<file path="config.mk">
export PLATFORM = sky130hd
export DESIGN_NAME = nadajnik
export DESIGN_NICKNAME = d
export VERILOG_FILES = /design/src/rtl/nadajnik.sv
export SDC_FILE = /design/constraint.sdc
export NUM_CORES = 1
export LEC_CHECK = 0
export CAP_MARGIN = 20
export CORE_ASPECT_RATIO = 0.75
export CORE_MARGIN = 2
export CORE_UTILIZATION = 40
export DETAILED_ROUTE_END_ITERATION = 10
export DONT_BUFFER_PORTS = 1
export PLACE_DENSITY = 0.65
export SYNTH_ARGS = -nofsm -noshare
export SYNTH_HDL_FRONTEND = slang
export SYNTH_SLANG_ARGS = --single-unit
</file>
<file path="constraint.sdc">
create_clock -name clk_i -period 2.1 [get_ports clk_i]
set_input_delay 0.525 -clock clk_i [delete_from_list [all_inputs] [get_ports clk_i]]
set_output_delay 0.525 -clock clk_i [all_outputs]
set_load 0.01 [all_outputs]
</file>
<file path="src/rtl/nadajnik.sv">
// UART transmitter: 8 data bits LSB first, STOP_BITS stop bits, single-entry holding register.
// Define NADAJNIK_PARITY_EN to add an even-parity bit after D7.
module nadajnik #(
    parameter int CLKS_PER_BIT = 10416,
    parameter int STOP_BITS    = 1
) (
    input  logic       clk_i,
    input  logic       rst_i,
    input  logic [7:0] txData_i,
    input  logic       txStart_i,
    output logic       txREADY,
    output logic       txBUSY,
    output logic       txWYSLANE,
    output logic       TXD_o
);

    localparam int CNT_W = $clog2(CLKS_PER_BIT);
    localparam logic [CNT_W-1:0] LAST_CNT = CNT_W'(CLKS_PER_BIT - 1);
    localparam logic [CNT_W-1:0] PRE_LAST = CNT_W'(CLKS_PER_BIT - 2);

`ifdef NADAJNIK_PARITY_EN
    typedef enum logic [2:0] {IDLE, START, DATA, PARITY, STOP} stateT;
    logic parityBit;
`else
    typedef enum logic [2:0] {IDLE, START, DATA, STOP} stateT;
`endif

    stateT            state;
    logic [CNT_W-1:0] baudCnt;
    logic [2:0]       bitCnt;
    logic             stopCnt;
    logic [7:0]       shiftReg;
    logic [7:0]       holdReg;
    logic             bitDone;
    logic             lastStop;
    logic             loadNow;

    assign bitDone  = (baudCnt == LAST_CNT);
    assign lastStop = (STOP_BITS == 1) ? 1'b1 : stopCnt;
    // A queued byte starts either from idle or straight out of the last stop-bit cycle.
    assign loadNow  = !txREADY &&
                      ((state == IDLE) || ((state == STOP) && bitDone && lastStop));

    always_ff @(posedge clk_i) begin
        if (rst_i) begin
            state     <= IDLE;
            baudCnt   <= '0;
            bitCnt    <= '0;
            stopCnt   <= 1'b0;
            shiftReg  <= '0;
            holdReg   <= '0;
            txREADY   <= 1'b1;
            txBUSY    <= 1'b0;
            txWYSLANE <= 1'b0;
            TXD_o     <= 1'b1;
`ifdef NADAJNIK_PARITY_EN
            parityBit <= 1'b0;
`endif
        end else begin
            txWYSLANE <= 1'b0;
            if (txStart_i && txREADY) begin
                holdReg <= txData_i;
                txREADY <= 1'b0;
            end
            if (loadNow) begin
                state    <= START;
                shiftReg <= holdReg;
`ifdef NADAJNIK_PARITY_EN
                parityBit <= ^holdReg;
`endif
                txREADY  <= 1'b1;
                txBUSY   <= 1'b1;
                TXD_o    <= 1'b0;
                baudCnt  <= '0;
            end else begin
                case (state)
                    IDLE: TXD_o <= 1'b1;
                    START: begin
                        if (bitDone) begin
                            state   <= DATA;
                            baudCnt <= '0;
                            bitCnt  <= '0;
                            TXD_o   <= shiftReg[0];
                        end else begin
                            baudCnt <= baudCnt + 1'b1;
                        end
                    end
                    DATA: begin
                        if (bitDone) begin
                            baudCnt <= '0;
                            if (bitCnt == 3'd7) begin
`ifdef NADAJNIK_PARITY_EN
                                state <= PARITY;
                                TXD_o <= parityBit;
`else
                                state   <= STOP;
                                TXD_o   <= 1'b1;
                                stopCnt <= 1'b0;
`endif
                            end else begin
                                bitCnt   <= bitCnt + 3'd1;
                                shiftReg <= {1'b0, shiftReg[7:1]};
                                TXD_o    <= shiftReg[1];
                            end
                        end else begin
                            baudCnt <= baudCnt + 1'b1;
                        end
                    end
`ifdef NADAJNIK_PARITY_EN
                    PARITY: begin
                        if (bitDone) begin
                            state   <= STOP;
                            baudCnt <= '0;
                            TXD_o   <= 1'b1;
                            stopCnt <= 1'b0;
                        end else begin
                            baudCnt <= baudCnt + 1'b1;
                        end
                    end
`endif
                    STOP: begin
                        if (bitDone) begin
                            baudCnt <= '0;
                            if (lastStop) begin
                                state  <= IDLE;
                                txBUSY <= 1'b0;
                            end else begin
                                stopCnt <= 1'b1;
                            end
                        end else begin
                            baudCnt <= baudCnt + 1'b1;
                            // Registered pulse lands on the final cycle of the last stop bit.
                            if (lastStop && (baudCnt == PRE_LAST))
                                txWYSLANE <= 1'b1;
                        end
                    end
                    default: state <= IDLE;
                endcase
            end
        end
    end

endmodule
</file>
==> results of run 1 <==
report_power, final:
group	switching (mW)	internal, mW	total, mW	leakage, nW
clock	0.283	0.360	0.643	0.0587
sequential	0.0215	0.770	0.791	0.317
combinational	0.0766	0.0603	0.137	0.391
total	0.381	1.19	1.57	0.767
what timing repair did:
item / 4_1_cts / 5_1_grt
hold buffers: 0 / 0
endpoints found under the setup margin: 0 / 1
setup buffers: 0 / 2
registers in the layout, indices dropped and copies added (netlist names):
name,flops
txREADY,1
bitCnt,3
baudCnt,14
txBUSY,1
txWYSLANE,1
TXD_o,1
shiftReg,8
state,2
holdReg,8
cell type report:
| class | instances | area [um^2] |
|---|---|---|
| Sequential cell | 39 | 781 |
| Clock inverter | 3 | 47.5 |
| Clock buffer | 5 | 68.8 |
| Multi-Input combinational cell | 162 | 1080 |
| Tap cell | 57 | 71.3 |
| Timing Repair Buffer | 14 | 105 |
| Inverter | 10 | 37.5 |
| Fill cell | 446 | 2360 |
placed cells by master, fill, tap and decap left out, types with 4 or more instances in the layout:
cell / Yosys / routed
dfxtp_1: 39 / 39
a21oi_1: 21 / 21
nand2_1: 18 / 18
nor2_1: 16 / 16
buf_4: 0 / 14
nand3_1: 13 / 13
inv_1: 10 / 10
xnor2_1: 10 / 10
mux2i_1: 10 / 10
ha_1: 8 / 8
nand4_1: 7 / 7
a211oi_1: 7 / 7
nor4_1: 6 / 6
nor3_1: 5 / 5
clkbuf_8: 0 / 5
o21ai_0: 4 / 4
routing by layer:
layer,vias to the layer above,global-route usage,part of all wire
met3,4,0.0517,0.068
met5,-,0,0
met2,40,0.210,0.38
met4,0,0.0484,0.0061
met1,719,0.255,0.55
li1,812,-,-
cell families (layout without fill, tap and decap cells):
group                      after synthesis  in the layout  share of synthesized area
buffers and inverters                   19             32                     0.0376
AOI/OAI and AO/OA                       41             41                      0.134
xor gates and xnor gates                12             12                     0.0544
DFF                                     39             39                      0.404
muxes                                   10             10                     0.0518
adders and majority gates                8              8                     0.0518
and+or+nand+nor                         91             91                      0.266
how the worst min path moves through the flow:
stage / startpoint / end / slack (ns)
2_1_floorplan: holdReg[7] / holdReg[7] / 0.43
3_3_place_gp: holdReg[7] / holdReg[7] / 0.44
3_5_place_dp: holdReg[1] / holdReg[1] / 0.44
4_1_cts: rst_i / holdReg[6] / 0.28
5_1_grt: rst_i / holdReg[1] / 0.27
6_report: rst_i / holdReg[4] / 0.29
metrics by stage:
step,power [mW],cell area [um^2],instances
floorplan,0.909,1930,220
global placement,0.937,2060,280
detailed placement,0.939,2060,280
CTS,1.58,2170,288
global route,1.64,2190,290
finish,1.57,2190,290
==> impl_metrics.py, run 1 <==
metrics = {
    "power_and_ir_drop": {
        "p_per_area_mw_per_mm2": 718,
        "total_leakage_power_nw": 0.767,
        "ir_drop_uv": 390,
    },
    "floorplanning": {
        "start_util": 0.425,
        "core-area_mm2": 0.00455,
        "die_y_um": 64.2,
        "pin_count": 15,
        "rows": 21,
        "die_x_um": 84.2,
        "fp.dieArea_mm2": 0.00540,
    },
    "place": {
        "dpl.hpwl_um": 2920,
        "dp_slack_ns": 0.159,
        "globalplace.congestion": 0.884,
        "portBuffers": 0,
    },
    "logic_synthesis": {
        "synth_enable_flop_cells": 0,
        "synth_area_mm2": 0.00193,
        "synth_fp_nets": 239,
        "synth_common_cells": "dfxtp_1 (39), a21oi_1 (21), nand2_1 (18)",
        "synthTopCellsByArea": "dfxtp_1 (40%), a21oi_1 (5.4%), ha_1 (5.2%)",
        "synth_ff_type": "dfxtp_1",
        "async_flop_share": 0,
        "syn_avg_cell_area_um2": 8.78,
        "ys_ff_latch": 39,
        "synthCells": 220,
        "ys_types": 42,
        "yosys.area.top_type_share": 0.404,
        "synth_warnings": 0,
        "synth.most_common_cell": "dfxtp_1",
        "yosysTopAreaCell": "dfxtp_1",
        "synth_seq_area_share": 0.404,
    },
    "cells_and_area": {
        "drive_gt1_frac": 0.120,
        "nNetsFinal": 251,
        "layout-area-overhead-vs-synth_pct": 13.4,
        "num_antenna_cells": 0,
        "final_util": 0.481,
    },
    "setup_path": {
        "cp_slowest_stage_delay_ns": 0.60,
        "rr_worst_depth": 4,
        "r2r-start": "baudCnt[9]",
        "crit_path_start": "baudCnt[9]",
        "critPathRequiredTime_ns": 2.29,
        "crit_path_start_kind": "register",
        "critPathKind": "register to register",
        "cp_num_cells": 4,
        "path_buf_inv": 0,
        "cp_max_fo": 6,
        "end_kind": "register",
        "cpLargestDelayFamily": "simple AND/OR/NAND/NOR gates",
        "endpoint": "bitCnt[0]",
        "reg2reg_to": "bitCnt[0]",
        "critPathArrivalTime_ns": 2.07,
        "critPathSlowestCell": "or4b_4",
        "r2r_slack_ns": 0.21,
        "crit_chain": "or4b_4, o41ai_2, nand4_1, a32o_1",
    },
    "global_routing": {
        "antenna_found_initial": 0,
        "gr-usage-all-layers": 0.164,
        "grt_max_degree": 24,
        "grt_pass1_vias": 1465,
        "grt-ovfl-total": 0,
        "grt_pass1_wl_um": 7040,
    },
    "cts": {
        "clk_latency_ns": 0.30,
        "clock_sinks": 39,
        "clk_path_buf_depth": 2,
        "htree_levels": 2,
        "cts_tree": "done",
        "numCtsBuffers": 5,
        "root_buffer": "clkbuf_8",
        "cts.repair.resized": 0,
        "clkSlewWorstSetupHoldPaths_ns": 0.08,
    },
    "sta": {
        "fin_crit_sh": 0.898,
        "hold_slack_ns": 0.286,
        "max_freq_mhz": 530,
        "fin_skew_ns": 0.00849,
        "tns_ns": 0,
        "hold_violations": 0,
        "slew_viol_final": 0,
        "setup_ws_ns": 0.214,
        "tightest_slew_ns": 0.426,
        "rsz0062_at_grt": "no",
        "min_period_ns": 1.89,
        "finalSetupViolCount": 0,
        "relSlewSlack": 0.716,
    },
    "route": {
        "drtPass1Iterations": 4,
        "vias_per_cell": 5.43,
        "drtIter0Drc": 97,
        "totalWireLength_um": 4080,
        "drc": 0,
        "antenna_left": 0,
        "avgRoutedWirePerCell_um": 14.1,
        "vias": 1575,
    },
    "worst_hold_path": {
        "min_path_type": "input port to register",
        "hold_depth": 1,
    },
    "run_status": {
        "status": "complete, no violations",
    },
    "run": {
        "cap_violations": 0,
    },
}
(Power assumes the default switching activity.)
==> inputs of run 2 (changes only) <==
--- a/config.mk
+++ b/config.mk
@@ -6,12 +6,15 @@
 export NUM_CORES = 1
 export LEC_CHECK = 0
 export CAP_MARGIN = 20
+export CELL_PAD_IN_SITES_DETAIL_PLACEMENT = 0
+export CELL_PAD_IN_SITES_GLOBAL_PLACEMENT = 2
 export CORE_ASPECT_RATIO = 0.75
 export CORE_MARGIN = 2
-export CORE_UTILIZATION = 40
+export CORE_UTILIZATION = 38
 export DETAILED_ROUTE_END_ITERATION = 10
 export DONT_BUFFER_PORTS = 1
-export PLACE_DENSITY = 0.65
+export PLACE_DENSITY = 0.86
+export SKIP_LAST_GASP = 1
 export SYNTH_ARGS = -nofsm -noshare
 export SYNTH_HDL_FRONTEND = slang
 export SYNTH_SLANG_ARGS = --single-unit
==> constraint.sdc (replaced) <==
create_clock -name clk_i -period 1.9 [get_ports clk_i]
set_input_delay 0.475 -clock clk_i [delete_from_list [all_inputs] [get_ports clk_i]]
set_output_delay 0.475 -clock clk_i [all_outputs]
set_load 0.01 [all_outputs]
==> run 2 against run 1 <==
Net effect: critical path depth is 1 higher; sequential cell count stayed put; combinational power is 20% higher; largest power group unchanged; global-route usage is 0.34 points higher.
==> impl_metrics.py, run 2 (synthesized netlist as in run 1, its figures left out) <==
metrics = {
    "place": {
        "placed_cell_area_mm2": 0.00218,
        "dp_slack_ns": 0.0894,
        "portBuffers": 0,
        "numPlacedInstances": 295,
        "globalplace.congestion": 0.827,
        "dpl.hpwl_um": 3250,
    },
    "global_routing": {
        "antenna_found_initial": 0,
        "grt_pass1_vias": 1478,
        "gr-usage-all-layers": 0.168,
        "grt-ovfl-total": 0,
        "grt_pass1_wl_um": 7330,
        "grt_max_degree": 24,
    },
    "cts": {
        "numCtsBuffers": 5,
        "clk_path_buf_depth": 2,
        "clk_latency_ns": 0.30,
        "htree_levels": 2,
        "cts_setup_buffers": 0,
        "cts.repair.resized": 0,
        "root_buffer": "clkbuf_8",
        "clkSlewWorstSetupHoldPaths_ns": 0.08,
        "cts_tree": "done",
        "clock_sinks": 39,
        "postCtsHoldBufs": 0,
    },
    "run": {
        "cap_violations": 0,
    },
    "floorplanning": {
        "fp.dieArea_mm2": 0.00567,
        "pin_count": 15,
        "core-area_mm2": 0.00490,
        "die_x_um": 86.3,
        "start_util": 0.394,
        "die_y_um": 65.7,
        "rows": 22,
    },
    "setup_path": {
        "crit_path_start_kind": "register",
        "critPathArrivalTime_ns": 2.00,
        "critPathRequiredTime_ns": 2.07,
        "cpLargestDelayFamily": "simple AND/OR/NAND/NOR gates",
        "rr_worst_depth": 5,
        "critPathKind": "register to register",
        "r2r_slack_ns": 0.07,
        "critPathSlowestCell": "or4b_4",
        "crit_chain": "or4b_4, nor4_4, buf_12, mux2i_2, a211oi_1",
        "reg2reg_to": "shiftReg[3]",
        "cp_slowest_stage_delay_ns": 0.58,
        "cp_max_fo": 8,
        "r2r-start": "baudCnt[9]",
        "path_buf_inv": 1,
        "end_kind": "register",
    },
    "power_and_ir_drop": {
        "p_per_area_mw_per_mm2": 759,
        "ir_drop_uv": 421,
        "total_power_mw": 1.74,
        "total_leakage_power_nw": 0.828,
    },
    "route": {
        "vias": 1619,
        "avgRoutedWirePerCell_um": 14.2,
        "vias_per_cell": 5.34,
        "drc": 0,
        "drtIter0Drc": 51,
        "totalWireLength_um": 4310,
        "antenna_left": 0,
        "drtPass1Iterations": 4,
    },
    "cells_and_area": {
        "finalNonFillerCells": 303,
        "biggestRegsByFlops": "baudCnt x14, holdReg x8, shiftReg x8",
        "final_common_cell": "dfxtp_1",
        "final_area_mm2": 0.00229,
        "regMostFlops": "baudCnt",
        "nNetsFinal": 261,
        "drive_gt1_frac": 0.169,
        "fillers": 489,
        "layout_common_cells": "dfxtp_1 (37), buf_4 (22), a21oi_1 (21)",
        "num_antenna_cells": 0,
        "layout-area-overhead-vs-synth_pct": 18.9,
        "largest_register_ff_count": 14,
        "final_util": 0.468,
    },
    "sta": {
        "finalSetupViolCount": 0,
        "rsz0062_at_grt": "yes",
        "slew_viol_final": 0,
        "hold_violations": 0,
        "hold_slack_ns": 0.244,
        "tns_ns": 0,
        "min_period_ns": 1.83,
        "fin_crit_sh": 0.966,
        "setup_ws_ns": 0.0653,
        "relSlewSlack": 0.722,
        "max_freq_mhz": 545,
        "tightest_slew_ns": 0.417,
        "fin_skew_ns": 0.00557,
    },
    "worst_hold_path": {
        "whs_endpoint": "shiftReg[2]",
        "min_path_type": "input port to register",
        "hold_path.startpoint": "rst_i",
        "hold_depth": 1,
    },
    "run_status": {
        "status": "complete, no violations",
    },
}
## run 2: cell type report
cell class | count | area (um^2) | share of cell area
clock buffer | 5 | 68.8 | 0.0300
clock inverter | 3 | 43.8 | 0.0191
inverter | 10 | 37.5 | 0.0164
multi-input combinational | 162 | 1080 | 0.471
sequential | 39 | 783 | 0.341
tap | 60 | 75.1 | 0.0327
timing repair buffer | 24 | 205 | 0.0894
## run 2: worst register-to-register path, delay by kind of cell, from the launching register on
family                 cells  cell delay, ns
AO/OA/AOI/OAI              1            0.10
buffers and inverters      1            0.17
flip-flops                 1            0.33
multiplexers               1            0.24
AND/OR/NAND/NOR            2            0.87
## run 2: per-layer routing
metal | routed length (um) | GRT usage | vias to the layer above | part of all wire
li1 | - | - | 835 | -
met1 | 2490 | 0.263 | 738 | 0.58
met2 | 1550 | 0.216 | 39 | 0.36
met3 | 223 | 0.0440 | 7 | 0.052
met4 | 48 | 0.0527 | 0 | 0.011
met5 | 0 | 0 | - | 0
## run 2: worst max path at each step
| stage | from | cells after the start | slack (ns) | end |
|---|---|---|---|---|
| 3_3_place_gp | baudCnt[11] | 5 | 0.10 | bitCnt[1] |
| 2_1_floorplan | baudCnt[9] | 4 | 0.04 | shiftReg[0] |
| 4_1_cts | baudCnt[11] | 5 | 0.06 | shiftReg[3] |
| 6_report | baudCnt[9] | 5 | 0.07 | shiftReg[3] |
| 5_1_grt | baudCnt[10] | 5 | -0.01 | shiftReg[3] |
| 3_5_place_dp | baudCnt[11] | 5 | 0.09 | shiftReg[3] |
## run 2: report_power, final
group	internal (mW)	switching [mW]	leakage [nW]	total, mW
Clock	0.391	0.310	0.0581	0.701
Combinational	0.0748	0.0893	0.452	0.164
Sequential	0.851	0.0250	0.318	0.876
